File: src/rtl/vote_tally_reader.sv
// vote_tally_reader: reads the voting machine's tallies in result mode.
// It holds mode high, presses each candidate button in turn, samples the
// 8-bit led tally at the end of a settle window, and offers each
// (candidate, count) pair on a valid/ready result port.
//
// Result handshake: res_valid is high for the whole PRESENT state, and
// res_id/res_count are held stable until a transfer happens. A transfer
// happens at any rising edge where res_valid and res_ready are both high.
// res_valid never drops without a transfer, except on reset.
//
// The FSM state is kept in the enum signal `state` so checkers can bind to it.
module vote_tally_reader #(
  parameter int unsigned SETTLE_CYCLES = 4,
  parameter int unsigned GAP_CYCLES    = 2
) (
  input  logic       clock,
  input  logic       reset,
  input  logic       start,
  input  logic [7:0] led,
  input  logic       res_ready,
  output logic       mode,
  output logic       button1,
  output logic       button2,
  output logic       button3,
  output logic       button4,
  output logic       res_valid,
  output logic [1:0] res_id,
  output logic [7:0] res_count,
  output logic       busy,
  output logic       done
);

  typedef enum logic [2:0] {
    IDLE    = 3'd0,
    PRESS   = 3'd1,
    PRESENT = 3'd2,
    GAP     = 3'd3,
    FINISH  = 3'd4
  } state_t;

  // Last counter value of each timed window; the 8-bit counter never wraps
  // for parameter values up to 255.
  localparam logic [7:0] SETTLE_LAST = 8'(SETTLE_CYCLES - 1);
  localparam logic [7:0] GAP_LAST    = 8'(GAP_CYCLES - 1);

  state_t     state;
  state_t     state_next;
  logic [1:0] idx;
  logic [1:0] idx_next;
  logic [7:0] cnt;
  logic [7:0] cnt_next;
  logic       capture;

  // State, candidate index, counter and captured result registers.
  always_ff @(posedge clock) begin
    if (reset) begin
      state     <= IDLE;
      idx       <= 2'd0;
      cnt       <= 8'd0;
      res_id    <= 2'd0;
      res_count <= 8'd0;
    end else begin
      state <= state_next;
      idx   <= idx_next;
      cnt   <= cnt_next;
      if (capture) begin
        res_count <= led;
        res_id    <= idx;
      end
    end
  end

  // Next-state logic plus Moore outputs decoded from the registered state.
  always_comb begin
    state_next = state;
    idx_next   = idx;
    cnt_next   = cnt;
    capture    = 1'b0;
    mode       = 1'b0;
    button1    = 1'b0;
    button2    = 1'b0;
    button3    = 1'b0;
    button4    = 1'b0;
    res_valid  = 1'b0;
    busy       = 1'b1;
    done       = 1'b0;

    unique case (state)
      IDLE: begin
        busy = 1'b0;
        if (start) begin
          state_next = PRESS;
          idx_next   = 2'd0;
          cnt_next   = 8'd0;
        end
      end
      PRESS: begin
        mode    = 1'b1;
        button1 = (idx == 2'd0);
        button2 = (idx == 2'd1);
        button3 = (idx == 2'd2);
        button4 = (idx == 2'd3);
        if (cnt == SETTLE_LAST) begin
          // led is sampled only on this edge, at the end of the hold window.
          capture    = 1'b1;
          cnt_next   = 8'd0;
          state_next = PRESENT;
        end else begin
          cnt_next = cnt + 8'd1;
        end
      end
      PRESENT: begin
        mode      = 1'b1;
        res_valid = 1'b1;
        if (res_ready) begin
          if (idx == 2'd3) begin
            state_next = FINISH;
          end else begin
            idx_next   = idx + 2'd1;
            cnt_next   = 8'd0;
            state_next = GAP;
          end
        end
      end
      GAP: begin
        mode = 1'b1;
        if (cnt == GAP_LAST) begin
          cnt_next   = 8'd0;
          state_next = PRESS;
        end else begin
          cnt_next = cnt + 8'd1;
        end
      end
      FINISH: begin
        done       = 1'b1;
        state_next = IDLE;
      end
      default: begin
        state_next = IDLE;
      end
    endcase
  end

endmodule

File: config.mk
export PLATFORM = sky130hd
export DESIGN_NAME = vote_tally_reader
export DESIGN_NICKNAME = d
export VERILOG_FILES = /design/src/rtl/vote_tally_reader.sv
export SDC_FILE = /design/constraint.sdc
export NUM_CORES = 1
export LEC_CHECK = 0
export BUFFER_PORTS_ARGS = -buffer_cell sky130_fd_sc_hd__buf_2
export CAP_MARGIN = 5
export CORE_MARGIN = 4
export CORE_UTILIZATION = 35
export DETAILED_ROUTE_END_ITERATION = 6
export PLACE_DENSITY = 0.58
export SYNTH_ARGS = -nofsm -noshare
export SYNTH_HDL_FRONTEND = slang
export SYNTH_SLANG_ARGS = --single-unit
File: constraint.sdc
create_clock -name clock -period 3.7 [get_ports clock]
set_input_delay 0.74 -clock clock [delete_from_list [all_inputs] [get_ports clock]]
set_output_delay 0.74 -clock clock [all_outputs]
set_load 0.05 [all_outputs]
==> flow_metrics.env <==
export IMPL_status="finished, final reports clean"
export IMPL_synth_top_cell_by_area="dfxtp_1"
export IMPL_tns_ns=0
export IMPL_switchingPower_uw=113
export IMPL_hpwl_microns=2000
export IMPL_ys_types=37
export IMPL_rr_startpoint="idx[1]"
export IMPL_cts_buffers=3
export IMPL_syn_inst=142
export IMPL_ys_ff_latch=23
export IMPL_drt_pass1_iterations=4
export IMPL_post_cts_buffers=0
export IMPL_final_nets=189
export IMPL_synth_area_sq_um=1180
export IMPL_port_buffers=29
export IMPL_fin_cells=214
export IMPL_setup_violations=0
export IMPL_num_io_pins=30
export IMPL_wl_per_cell_microns=12.5
export IMPL_post_route_drc_count=0
export IMPL_vias=1079
export IMPL_switching_share_pct=27.0
export IMPL_skew_ns=0.000533
export IMPL_path_buf_inv=1
export IMPL_syn_num_nets=160
export IMPL_fp_dieH_microns=66.2
export IMPL_pre_cts_ws_ns=1.62
export IMPL_ys_flop_type="dfxtp_1"
export IMPL_p_clk_share_pct=28.3
export IMPL_crit_required_ns=2.96
export IMPL_syn_area_per_cell_sq_um=8.34
export IMPL_antenna_left=0
export IMPL_p_int_uw=305
export IMPL_fmax_mhz=413
export IMPL_fin_crit_sh_pct=65.4
export IMPL_ir_worst_vdd_uv=118
export IMPL_cts_hold_buffers_added=0
export IMPL_cap_viol_max_count=0
export IMPL_cpPeakStageDelay_ns=0.55
export IMPL_place_area_sq_um=1360
export IMPL_seq_power_share_pct=60.7
export IMPL_rrSetupSlack_ns=1.90
export IMPL_comb_power_share_pct=10.9
export IMPL_antennaDiodeCount=0
export IMPL_fp_dieW_microns=66.2
export IMPL_power_leakage_uw=0.000561
export IMPL_grt_use_total_pct=13.2
export IMPL_synthArstFlopShare_pct=0
export IMPL_crit_end="button4"
export IMPL_fin_util_pct=43.9
export IMPL_synth_top_family_by_area="simple AND/OR/NAND/NOR gates"
export IMPL_setup_ws_ns=1.28
export IMPL_cp_arrival_ns=1.68
export IMPL_post_cts_resized=0
export IMPL_cts_tree="done"
export IMPL_slew_headroom_pct=67.0
export IMPL_seq_area_frac_synth_pct=38.9
export IMPL_p_per_area_nw_per_um2=302
export IMPL_syn_to_final_growth_pct=16.9
export IMPL_worstPathCellList="nor3b_2, and2_1, buf_2"
export IMPL_drt_initial_drc_count=29
export IMPL_worstReg2RegEnd="cnt[2]"
export IMPL_placed_cells=210
export IMPL_synth_xor_area_share_pct=0.740
export IMPL_clock_latency_ns=0.31
export IMPL_dieArea_sq_um=4380
export IMPL_reg2reg_depth=5
export IMPL_num_rows=20
export IMPL_cts_sinks=23
export IMPL_final_hold_viol_count=0
export IMPL_synth_compound_area_share_pct=18.5
export IMPL_antenna_found_initial=0
export IMPL_grt_start_max_net_pins=22
export IMPL_start_kind="flip-flop"
export IMPL_tightest_slew_ns=0.493
export IMPL_synth_edf_count=0
export IMPL_path_clk_slew_ns=0.13
export IMPL_critical_path_class="reg -> out"
export IMPL_crit_family="simple AND/OR/NAND/NOR gates"
export IMPL_ctsHtreeMaxLevel=1
export IMPL_rsz0062_at_grt="false"
export IMPL_synth_top_cell_area_share_pct=38.9
export IMPL_grt_pass1_vias=1062
export IMPL_routabilityCongestion=0.808
export IMPL_yosysWarnings=0
export IMPL_crit_cells=3
export IMPL_start_util_pct=37.5
export IMPL_drive_gt1_share_pct=24.1
export IMPL_cp_max_fo=12
export IMPL_drt_total_wl_microns=2680
export IMPL_synthAdderAreaFrac_pct=6.34
export IMPL_slew_viol_final=0
export IMPL_grt_pass1_wl_microns=4590
export IMPL_cp_slowest_cell="dfxtp_1"
export IMPL_cts_root_buf="clkbuf_4"
export IMPL_min_path_type="reg -> reg"
export IMPL_synth_most_common_cell="nand2_1"
export IMPL_final_area_sq_um=1380
export IMPL_finalWorstPathRequiredPeriod_ns=2.42
export IMPL_clk_path_buf_depth=2
export IMPL_core_area_sq_um=3150
export IMPL_synthTopCellsByCount="29 x nand2_1, 23 x dfxtp_1, 16 x a21oi_1"
export IMPL_yosys_area_share_simple_pct=29.8
export IMPL_muxShareOfSynthArea_pct=1.80
export IMPL_worst_setup_path_end_kind="output port"
export IMPL_synthTopCellsByArea="dfxtp_1 39%, nand2_1 9.2%, a21oi_1 6.8%"
export IMPL_cp_startpoint="state[0]"
export IMPL_overflow=0
export IMPL_viasPerCell=5.04
==> stage by stage <==
step / power, uW / hold WS, ns
floorplan: 291 / 0.468
global route: 437 / 0.483
finish: 418 / 0.462
detailed placement: 306 / 0.445
CTS: 427 / 0.465
global placement: 305 / 0.435
==> metal layers <==
layer / track usage (%) / vias up / wire (microns) / share of wire [%]
li1: - / 556 / - / -
met2: 24.2 / 24 / 1360 / 51
met4: 5.84 / 0 / 37 / 1.4
met3: 2.21 / 4 / 116 / 4.3
met5: 0 / - / 0 / 0
met1: 14.7 / 495 / 1170 / 44
==> cell type report <==
class / instances / area (sq um)
clock inverters: 1 / 5.00
multi-input cells: 109 / 677
clock buffers: 3 / 22.5
well taps: 44 / 55.1
repair buffers: 29 / 145
inverters: 5 / 18.8
flip-flops and latches: 23 / 460
fillers: 348 / 1770
==> kinds of logic (layout without fill, tap and decap cells) <==
group	Yosys count	in the layout
AOI/OAI and AO/OA	35	35
xor gates and xnor gates	1	1
adders and majority gates	6	6
buffers and inverters	10	38
DFF	23	23
muxes	2	2
and+or+nand+nor	65	65
==> power groups by stage <==
stage	Sequential, uW	Clock [uW]	Combinational (uW)
2_1_floorplan	257	0	34.0
3_3_place_gp	259	0	45.5
3_5_place_dp	259	0	46.1
4_1_cts	254	126	46.3
5_1_grt	255	132	50.6
6_report	254	119	45.8
==> cells in the final DEF, fill, tap and decap left out, types with 3 or more instances in the layout <==
cell	count
a21oi_1	16
nor3_1	3
and2_1	5
ha_1	6
dfxtp_1	23
inv_1	5
buf_2	29
a31oi_1	7
clkbuf_4	3
nand2_1	29
nand2b_1	5
nor2_1	6
o21ai_0	5
==> worst reg2reg max path, delay by kind of cell, from the launching register on <==
family / cells / cell delay, ns
adder cells (fa/ha/maj): 1 / 0.24
AND/OR/NAND/NOR: 2 / 0.46
flip-flops: 1 / 0.42
AO/OA/AOI/OAI: 2 / 0.63
==> registers in the layout (all words and copies together), names as in the netlist <==
register and count:
cnt 8, idx 2, res_count 8, res_id 2, state 3
==> worst min-delay path by stage <==
stage | startpoint | end | slack, ns | cells after the start
after floorplan | cnt[2] | cnt[2] | 0.47 | 1
after global placement | res_count[6] | res_count[6] | 0.44 | 2
after detailed placement | res_count[7] | res_count[7] | 0.45 | 2
after CTS | res_count[7] | res_count[7] | 0.46 | 2
after global routing | res_count[1] | res_count[1] | 0.48 | 2
final | res_count[2] | res_count[2] | 0.46 | 2
Note: power is estimated with default switching activity, not from simulation.
